File: config.mk
export PLATFORM = sky130hd
export DESIGN_NAME = alu_muldiv
export DESIGN_NICKNAME = d
export VERILOG_FILES = /design/src/rtl/alu_muldiv.sv
export SDC_FILE = /design/constraint.sdc
export NUM_CORES = 2
export LEC_CHECK = 0
export BUFFER_PORTS_ARGS = -buffer_cell sky130_fd_sc_hd__buf_4
export CAP_MARGIN = 25
export CORE_AREA = 2 2 262 264
export CTS_CLUSTER_DIAMETER = 40
export DETAILED_ROUTE_END_ITERATION = 8
export DIE_AREA = 0 0 264 266
export GPL_TIMING_DRIVEN = 0
export REMOVE_ABC_BUFFERS = 1
export SKIP_CTS_REPAIR_TIMING = 1
export SYNTH_ARGS = -nofsm -noshare
export SYNTH_HDL_FRONTEND = slang
export SYNTH_SLANG_ARGS = --single-unit
File: constraint.sdc
create_clock -name clk -period 3.93 [get_ports clk]
set_clock_uncertainty 0.1 [all_clocks]
set_input_delay 0.393 -clock clk [delete_from_list [all_inputs] [get_ports clk]]
set_output_delay 0.393 -clock clk [all_outputs]
set_load 0.1 [all_outputs]
File: src/rtl/alu_muldiv.sv
// alu_muldiv: EX-stage execution unit for the MIPS pipeline.
// It contains a registered single-cycle ALU and an iterative multiply/divide
// sequencer that owns the architectural HI/LO registers.
// The multiply uses shift-add and the divide uses restoring subtraction.
// Both work on operand magnitudes and apply the sign correction in one
// final DONE cycle.
module alu_muldiv #(
  parameter int WIDTH   = 32,
  parameter int SHAMT_W = 5,
  parameter int IMM_W   = 16
) (
  input  logic             clk,
  input  logic             rst_n,
  input  logic             in_valid,
  output logic             in_ready,
  input  logic             flush,
  input  logic [4:0]       ALUCode,
  input  logic [WIDTH-1:0] A,
  input  logic [WIDTH-1:0] B,
  output logic [WIDTH-1:0] Result,
  output logic             res_valid,
  output logic             ovf,
  output logic             busy,
  output logic             md_done,
  output logic [WIDTH-1:0] HI,
  output logic [WIDTH-1:0] LO
);

  localparam logic [4:0] OP_ADD   = 5'd0;
  localparam logic [4:0] OP_AND   = 5'd1;
  localparam logic [4:0] OP_XOR   = 5'd2;
  localparam logic [4:0] OP_OR    = 5'd3;
  localparam logic [4:0] OP_NOR   = 5'd4;
  localparam logic [4:0] OP_SUB   = 5'd5;
  localparam logic [4:0] OP_ANDI  = 5'd6;
  localparam logic [4:0] OP_XORI  = 5'd7;
  localparam logic [4:0] OP_ORI   = 5'd8;
  localparam logic [4:0] OP_SLL   = 5'd16;
  localparam logic [4:0] OP_SRL   = 5'd17;
  localparam logic [4:0] OP_SRA   = 5'd18;
  localparam logic [4:0] OP_SLT   = 5'd19;
  localparam logic [4:0] OP_SLTU  = 5'd20;
  localparam logic [4:0] OP_MULT  = 5'd24;
  localparam logic [4:0] OP_MULTU = 5'd25;
  localparam logic [4:0] OP_DIV   = 5'd26;
  localparam logic [4:0] OP_DIVU  = 5'd27;
  localparam logic [4:0] OP_MFHI  = 5'd28;
  localparam logic [4:0] OP_MFLO  = 5'd29;
  localparam logic [4:0] OP_MTHI  = 5'd30;
  localparam logic [4:0] OP_MTLO  = 5'd31;

  typedef enum logic [1:0] {
    ST_IDLE = 2'd0,
    ST_RUN  = 2'd1,
    ST_DONE = 2'd2
  } state_t;

  // Two's-complement magnitude, only when the operand is signed and negative.
  function automatic logic [WIDTH-1:0] mag(input logic [WIDTH-1:0] v, input logic sgn);
    if (sgn && v[WIDTH-1]) begin
      return ~v + WIDTH'(1);
    end else begin
      return v;
    end
  endfunction

  // Conditional two's-complement negation used by the sign fixup.
  function automatic logic [WIDTH-1:0] cneg(input logic [WIDTH-1:0] v, input logic en);
    if (en) begin
      return ~v + WIDTH'(1);
    end else begin
      return v;
    end
  endfunction

  state_t             state;
  logic [SHAMT_W-1:0] cnt;
  logic [WIDTH-1:0]   hi_acc;   // product high half / partial remainder
  logic [WIDTH-1:0]   lo_acc;   // product low half / dividend-quotient shifter
  logic [WIDTH-1:0]   opd;      // |multiplicand| or |divisor|
  logic [WIDTH-1:0]   a_orig;   // raw dividend, returned in HI on divide by zero
  logic               is_div;
  logic               neg_q;    // negate product or quotient
  logic               neg_r;    // negate remainder (dividend was negative)
  logic               div0;

  logic             accept;
  logic             md_start;
  logic             md_signed;
  logic             md_div;
  logic [WIDTH-1:0] alu_res;
  logic             alu_ovf;
  logic             is_single;
  logic [WIDTH-1:0] sum;
  logic [WIDTH-1:0] dif;
  logic [WIDTH-1:0] imm;

  logic [WIDTH:0]   mul_sum;
  logic [WIDTH:0]   div_shift;
  logic [WIDTH:0]   div_trial;
  logic             div_borrow;
  logic             unused_trial_msb;
  logic [2*WIDTH-1:0] prod;

  assign in_ready  = ~busy;
  assign accept    = in_valid & in_ready & ~flush;
  assign md_start  = accept & ((ALUCode == OP_MULT) | (ALUCode == OP_MULTU) |
                               (ALUCode == OP_DIV)  | (ALUCode == OP_DIVU));
  assign md_signed = (ALUCode == OP_MULT) | (ALUCode == OP_DIV);
  assign md_div    = (ALUCode == OP_DIV) | (ALUCode == OP_DIVU);

  assign sum = A + B;
  assign dif = A - B;
  assign imm = {{(WIDTH-IMM_W){1'b0}}, B[IMM_W-1:0]};

  // Single-cycle ALU result and add/sub signed-overflow detection.
  always_comb begin
    alu_res   = {WIDTH{1'b0}};
    alu_ovf   = 1'b0;
    is_single = 1'b1;
    case (ALUCode)
      OP_ADD: begin
        alu_res = sum;
        alu_ovf = (A[WIDTH-1] == B[WIDTH-1]) && (sum[WIDTH-1] != A[WIDTH-1]);
      end
      OP_SUB: begin
        alu_res = dif;
        alu_ovf = (A[WIDTH-1] != B[WIDTH-1]) && (dif[WIDTH-1] != A[WIDTH-1]);
      end
      OP_AND:  alu_res = A & B;
      OP_XOR:  alu_res = A ^ B;
      OP_OR:   alu_res = A | B;
      OP_NOR:  alu_res = ~(A | B);
      OP_ANDI: alu_res = A & imm;
      OP_XORI: alu_res = A ^ imm;
      OP_ORI:  alu_res = A | imm;
      OP_SLL:  alu_res = B << A[SHAMT_W-1:0];
      OP_SRL:  alu_res = B >> A[SHAMT_W-1:0];
      OP_SRA:  alu_res = WIDTH'($signed(B) >>> A[SHAMT_W-1:0]);
      OP_SLT:  alu_res = {{(WIDTH-1){1'b0}}, ($signed(A) < $signed(B))};
      OP_SLTU: alu_res = {{(WIDTH-1){1'b0}}, (A < B)};
      OP_MFHI: alu_res = HI;
      OP_MFLO: alu_res = LO;
      default: is_single = 1'b0;
    endcase
  end

  // One multiply or divide iteration on the magnitude registers.
  always_comb begin
    mul_sum    = {1'b0, hi_acc};
    div_shift  = {hi_acc, lo_acc[WIDTH-1]};
    div_trial  = div_shift - {1'b0, opd};
    div_borrow = (div_shift < {1'b0, opd});
    prod       = {hi_acc, lo_acc};
    if (lo_acc[0]) begin
      mul_sum = {1'b0, hi_acc} + {1'b0, opd};
    end else begin
      mul_sum = {1'b0, hi_acc};
    end
  end

  assign unused_trial_msb = div_trial[WIDTH];

  // Registered ALU outputs; res_valid only on a single-cycle accept.
  always_ff @(posedge clk or negedge rst_n) begin
    if (!rst_n) begin
      Result    <= {WIDTH{1'b0}};
      res_valid <= 1'b0;
      ovf       <= 1'b0;
    end else if (accept && is_single) begin
      Result    <= alu_res;
      res_valid <= 1'b1;
      ovf       <= alu_ovf;
    end else begin
      res_valid <= 1'b0;
      ovf       <= 1'b0;
    end
  end

  // Mul/div sequencer IDLE->RUN->DONE, owning HI/LO and mthi/mtlo writes.
  always_ff @(posedge clk or negedge rst_n) begin
    if (!rst_n) begin
      state   <= ST_IDLE;
      cnt     <= {SHAMT_W{1'b0}};
      busy    <= 1'b0;
      md_done <= 1'b0;
      HI      <= {WIDTH{1'b0}};
      LO      <= {WIDTH{1'b0}};
      hi_acc  <= {WIDTH{1'b0}};
      lo_acc  <= {WIDTH{1'b0}};
      opd     <= {WIDTH{1'b0}};
      a_orig  <= {WIDTH{1'b0}};
      is_div  <= 1'b0;
      neg_q   <= 1'b0;
      neg_r   <= 1'b0;
      div0    <= 1'b0;
    end else begin
      md_done <= 1'b0;
      case (state)
        ST_IDLE: begin
          if (md_start) begin
            hi_acc <= {WIDTH{1'b0}};
            lo_acc <= mag(A, md_signed);
            opd    <= mag(B, md_signed);
            a_orig <= A;
            is_div <= md_div;
            neg_q  <= md_signed & (A[WIDTH-1] ^ B[WIDTH-1]);
            neg_r  <= md_signed & A[WIDTH-1];
            div0   <= md_div & (B == {WIDTH{1'b0}});
            cnt    <= SHAMT_W'(WIDTH-1);
            busy   <= 1'b1;
            state  <= ST_RUN;
          end else if (accept && (ALUCode == OP_MTHI)) begin
            HI <= A;
          end else if (accept && (ALUCode == OP_MTLO)) begin
            LO <= A;
          end else begin
            busy <= 1'b0;
          end
        end
        ST_RUN: begin
          if (flush) begin
            busy  <= 1'b0;
            state <= ST_IDLE;
          end else begin
            if (is_div) begin
              hi_acc <= div_borrow ? div_shift[WIDTH-1:0] : div_trial[WIDTH-1:0];
              lo_acc <= {lo_acc[WIDTH-2:0], ~div_borrow};
            end else begin
              hi_acc <= mul_sum[WIDTH:1];
              lo_acc <= {mul_sum[0], lo_acc[WIDTH-1:1]};
            end
            if (cnt == {SHAMT_W{1'b0}}) begin
              state <= ST_DONE;
            end else begin
              cnt <= cnt - SHAMT_W'(1);
            end
          end
        end
        ST_DONE: begin
          if (flush) begin
            busy  <= 1'b0;
            state <= ST_IDLE;
          end else begin
            if (!is_div) begin
              {HI, LO} <= neg_q ? (~prod + (2*WIDTH)'(1)) : prod;
            end else if (div0) begin
              HI <= a_orig;
              LO <= {WIDTH{1'b1}};
            end else begin
              HI <= cneg(hi_acc, neg_r);
              LO <= cneg(lo_acc, neg_q);
            end
            md_done <= 1'b1;
            busy    <= 1'b0;
            state   <= ST_IDLE;
          end
        end
        default: begin
          busy  <= 1'b0;
          state <= ST_IDLE;
        end
      endcase
    end
  end

endmodule

# --- After elaboration in Yosys (flattened, before gate mapping) ---
# Cells that the tools add are included.
# Widths: inputs -> output; s select.
word_totals:
  out_inout_bits: 101
  inputBits: 73
  wordCells: 168
  regBits: 239
classes:
  n_addsub: 10
  n_lt_le_gt_ge: 3
  reduce_logical: 21
  bitwise: 27
  shifts: 3
  n_mux: 48
  n_eq_ne: 39
ops:
  columns: ["operator", "count"]
  rows:
  - ["$mux 32", 22]
  - ["$pmux 32 s16", 1]
  - ["$pmux 32 s2", 4]
  - ["$not 32->32", 5]
  - ["$add 32x1->32 const B", 4]
  - ["$eq 5x5->1 const B", 13]
  - ["$add 64x1->64 const B", 1]
  - ["$lt 32x32->1", 2]
  - ["$mux 64", 1]
  - ["$not 64->64", 1]
  - ["$sub 32x32->32", 2]
  - ["$add 32x32->33", 1]
  - ["$lt 33x32->1", 1]
  - ["$mux 33", 1]
  - ["$add 32x32->32", 1]
  - ["$and 32x16->32", 1]
  - ["$and 32x32->32", 1]
  - ["$logic_not 32->1", 1]
  - ["$or 32x16->32", 1]
  - ["$or 32x32->32", 1]
  - ["$shl 32x5->32", 1]
  - ["$shr 32x5->32", 1]
  - ["$sshr 32x5->32", 1]
  - ["$xor 32x16->32", 1]
  - ["31 further kinds", 82]

# --- Logic depth before layout (Yosys ltp) ---
logic_depth:
  ltp_word: 8
  ltp_mapped: 17
  mapped_depth_nobuf: 14

# --- Least setup slack after synthesis ---
# No wires, ideal clock.
synth_path:
  path_type: "input to register"
  from: "input port A[0]"
  to: "register Result[30]"
  arrival_time_ps: 4331
  t_required_ps: 3748
  path_buffers: 3
  path_slack_ps: -583
  setup_ps: 82
  stages: 17
  cell_sequence: "buf_2 inv_1 clkbuf_1 buf_1 ha_1 inv_1 fa_1 nor2b_1 o311a_1 a21o_1 o31a_1 a211oi_1 o41ai_1 a31oi_1 o21ai_0 or3_1 a31oi_1"
synth_between:
  elab_chain_len: 2
  elab_cells_between_ends: 6
  cone_classes: "add/sub (2); shift (3); mux (1)"
synth_lines:
  columns: ["element", "line", "text"]
  rows:
  - ["start, declared", "18", "input logic [WIDTH-1:0] A,"]
  - ["$sub 32x32->32 (tied with other cells)", "113", "assign dif = A - B;"]
  - ["$pmux 32 s16 *", "121", "case (ALUCode)"]
  - ["end signal, assigned", "167", "Result <= {WIDTH{1'b0}};"]
  - ["end signal, assigned", "171", "Result <= alu_res;"]
  - ["end, declared", "20", "output logic [WIDTH-1:0] Result,"]
# Mark *: on every way between the ends. The rest lies on a longest branch, timed or not.
# A chain may end at the register's enable or synchronous reset.

# --- Worst setup path in the final report ---
layout_path:
  from: "input port A[4]"
  to: "register Result[0]"
layout_between:
  elab_chain_len: 2
  elab_cells_between_ends: 6
  cone_classes: "order compare (2); shift (3); mux (1)"
layout_lines:
  columns: ["element", "line", "text"]
  rows:
  - ["$lt 32x32->1 (tied with other cells)", "141", "OP_SLTU: alu_res = {{(WIDTH-1){1'b0}}, (A < B)};"]
  - ["$pmux 32 s16 *", "121", null]
# Marked as above.

==> impl_metrics.sql <==
INSERT INTO impl_metrics (metric_group, metric, value, unit) VALUES
('outcome', 'status', 'finished with violations', ''),
('outcome', 'violations', 'setup timing', ''),
('global_route', 'grt.met1_usage', '47.03', '%'),
('power_and_ir_drop', 'max-vdd-ir-drop', '431.5', 'uV'),
('clock_network', 'clkLatencyLatePin', '0.62', 'ns'),
('clock_network', 'clock_tree_from_tritoncts', 'done', ''),
('synthesis', 'synthMostInstantiatedCell', 'sky130_fd_sc_hd__nand2_1', ''),
('synthesis', 'syn_area', '26650', 'sq um'),
('global_route', 'via_count_of_the_first_global_routing_pass', '26773', ''),
('setup_path', 'depth_of_the_most_critical_reg_to_reg_path', '12', ''),
('route', 'route.vias.total', '29683', ''),
('synthesis', 'warnings_synthesis', '0', ''),
('synthesis', 'postSynthAreaPerCell', '7.477', 'sq um'),
('setup_path', 'path_class', 'in2reg', ''),
('clock_network', 'clk_pin_slew', '0.05', 'ns'),
('run', 'max-cap-violations', '0', ''),
('global_route', 'top_usage_layer', 'met1', ''),
('synthesis', 'synth-edff-count', '0', ''),
('setup_path', 'setup.reg_to_reg.worst_slack', '0.08', 'ns'),
('finish', 'flow.area_growth_from_synthesis', '17.47', '%'),
('timing', 'slew_violations', '0', ''),
('setup_path', 'timing.rr.start', 'hi_acc[2]', ''),
('finish', 'finalNetCount', '3822', ''),
('place', 'hpwlAfterDp', '88.70', 'mm'),
('synthesis', 'ys.flop_type', 'sky130_fd_sc_hd__dfrtp_1', ''),
('setup_path', 'critPathRequiredTime', '4.31', 'ns'),
('synthesis', 'async_reset_ff_share', '100.0', '%'),
('timing', 'grt_setup_unrepaired', 'true', ''),
('global_route', 'grt.met3_usage', '7.255', '%'),
('power_and_ir_drop', 'post_layout_total_power', '18.92', 'mW'),
('route', 'post_dr_wirelength_cell', '26.59', 'microns'),
('floorplan', 'io_pins', '174', ''),
('route', 'antenna_violating_nets_post_route', '0', ''),
('timing', 'timing.max_slew.rel_slack', '19.50', '%'),
('min_path', 'worst_hold_path.num_cells', '3', ''),
('global_route', 'track_usage', '32.57', '%'),
('clock_network', 'cts-root-to-sink-buffers', '3', ''),
('synthesis', 'dominant_combinational_cell_family_by_area_after_synthesis', 'compound AO/OA/AOI/OAI gates', ''),
('synthesis', 'synth_seq_area_share', '22.44', '%'),
('synthesis', 'synth_compound_gate_area_share', '31.36', '%'),
('floorplan', 'initial_core_util', '39.34', '%'),
('min_path', 'hold_path_sink', 'HI[28]', ''),
('timing', 'tightestPinTransition', '1.177', 'ns'),
('clock_network', 'root_buffer', 'sky130_fd_sc_hd__clkbuf_16', ''),
('clock_network', 'cts_htree_levels', '2', ''),
('timing', 'post-route-worst-setup-slack', '-0.001692', 'ns'),
('floorplan', 'core', '67750', 'sq um'),
('setup_path', 'endpoint_kind', 'register', ''),
('floorplan', 'floorplan.die.height', '266', 'microns'),
('synthesis', 'top_cells_by_instance_count_after_synthesis', '402 x sky130_fd_sc_hd__nand2_1, 358 x sky130_fd_sc_hd__o21ai_0, 319 x sky130_fd_sc_hd__nor2_1', ''),
('synthesis', 'yosys_register_bits', '239', ''),
('synthesis', 'post_synth_fa_ha_maj_area_fraction', '8.376', '%'),
('setup_path', 'setup.worst_path.start_class', 'primary input', ''),
('synthesis', 'synthCells', '3564', ''),
('timing', 'hold_viol_final', '0', ''),
('finish', 'share_of_final_layout_standard_cells_stronger_than_drive_strength_1', '13.33', '%'),
('synthesis', 'synthSimpleGateAreaFrac', '18.25', '%'),
('route', 'drc_errors', '0', ''),
('synthesis', 'share_of_synthesized_area_spent_on_multiplexers', '7.273', '%'),
('power_and_ir_drop', 'total_leakage_power', '13.11', 'nW'),
('timing', 'fmaxAchievable', '254.3', 'MHz'),
('route', 'detailedRoute.firstIterationViolations', '4189', ''),
('route', 'firstDrtPassIters', '8', ''),
('place', 'dp_worst_setup_slack', '-1.957', 'ns'),
('synthesis', 'synth.largest_area_cell', 'sky130_fd_sc_hd__dfrtp_1', ''),
('place', 'gp_congestion', '1.007', ''),
('place', 'io_buffer_count', '173', ''),
('setup_path', 'cp-startpoint', 'A[4]', ''),
('route', 'detail_route.wirelength', '119.7', 'mm'),
('timing', 'final-setup-viol-count', '1', ''),
('setup_path', 'crit-reg2reg-capture', 'hi_acc[2]', '');
cell usage in the layout (no fill, tap or decap), drive strengths merged, types with 15 or more instances in the layout:
cell type / synthesis / layout
or3: 26 / 26
o211ai: 46 / 46
a21o: 52 / 52
a211oi: 47 / 47
o41ai: 15 / 15
xnor2: 148 / 148
a32o: 18 / 18
xor2: 29 / 29
nand3: 68 / 68
mux2i: 98 / 98
o22ai: 55 / 55
o21ai: 374 / 374
o21bai: 29 / 29
clkinv: 7 / 20
nand2: 402 / 402
ha: 172 / 172
a31oi: 48 / 48
buf: 43 / 237
mux4: 39 / 39
a22oi: 47 / 47
dfrtp: 239 / 239
a211o: 15 / 15
o21a: 25 / 25
o31ai: 32 / 32
clkbuf: 243 / 64
o221ai: 18 / 18
nor3: 85 / 85
a21oi: 305 / 305
nand4: 43 / 43
nor2: 319 / 319
a221oi: 38 / 38
nand2b: 29 / 29
nor4: 28 / 28
inv: 155 / 164
nor2b: 17 / 17
metal layers:
metal	wire, microns	share of wire (%)	vias to the layer above
met3	14510	12	303
met1	50390	42	14250
met4	5812	4.9	6
li1	-	-	13172
met5	46	0.038	-
met2	48930	41	1952
worst max-delay path by stage:
stage / end / slack (ns)
detailed placement: Result[27] / -1.96
finish: Result[0] / -0.002
floorplan: HI[18] / -1.67
global route: hi_acc[2] / -0.04
global placement: HI[28] / -5.10
CTS: Result[27] / -1.33
cell type report:
class / count / area, sq um
clock inverter: 36 / 431.7
sequential: 239 / 5998
timing repair buffer: 241 / 2461
multi-input combinational: 2877 / 19300
antenna: 3 / 7.507
inverter: 162 / 633.1
clock buffer: 61 / 1365
fill: 6869 / 36440
tap: 882 / 1104
metrics by stage:
stage	hold slack, ns	cell area (sq um)	TNS (ns)	instances	util [%]
global placement	0.3598	27930	-675.90	4333	41.23
global route	0.02125	31300	-0.06783	4500	46.20
finish	0.02446	31300	-0.001692	4501	46.21
detailed placement	0.2370	28850	-49.39	4374	42.59
floorplan	-0.002591	25530	-199.88	3278	-
CTS	-0.4202	30650	-31.79	4471	45.24
flip-flops by register name, indices dropped and copies added, names as in the netlist:
signal,cells
neg_r,1
md_done,1
cnt,5
opd,32
a_orig,32
neg_q,1
busy,1
res_valid,1
state,2
div0,1
ovf,1
hi_acc,32
HI,32
LO,32
is_div,1
Result,32
lo_acc,32
cells by family after synthesis:
logic type | Yosys count
AOI/OAI and AO/OA | 1300
xor gates and xnor gates | 177
adders and majority gates | 176
buffers and inverters | 448
DFF | 239
muxes | 144
and+or+nand+nor | 1080
where the power goes:
part	total [mW]	internal, mW	switching, mW
registers	4.36	3.08	1.28
logic	9.98	3.52	6.46
clock network	4.59	2.91	1.67
worst max-delay path, cell delays in order:
cell	delay [ns]
sky130_fd_sc_hd__buf_4	0.51
sky130_fd_sc_hd__inv_1	0.24
sky130_fd_sc_hd__ha_1	0.43
sky130_fd_sc_hd__inv_1	0.18
sky130_fd_sc_hd__o311a_1	0.24
sky130_fd_sc_hd__a21o_1	0.21
sky130_fd_sc_hd__o31a_1	0.34
sky130_fd_sc_hd__a211oi_4	0.14
sky130_fd_sc_hd__o41ai_4	0.54
sky130_fd_sc_hd__a31oi_2	0.23
sky130_fd_sc_hd__or3_1	0.43
sky130_fd_sc_hd__a21oi_4	0.24
sky130_fd_sc_hd__o21ai_0	0.14
Note: power is estimated with default switching activity, not from simulation.
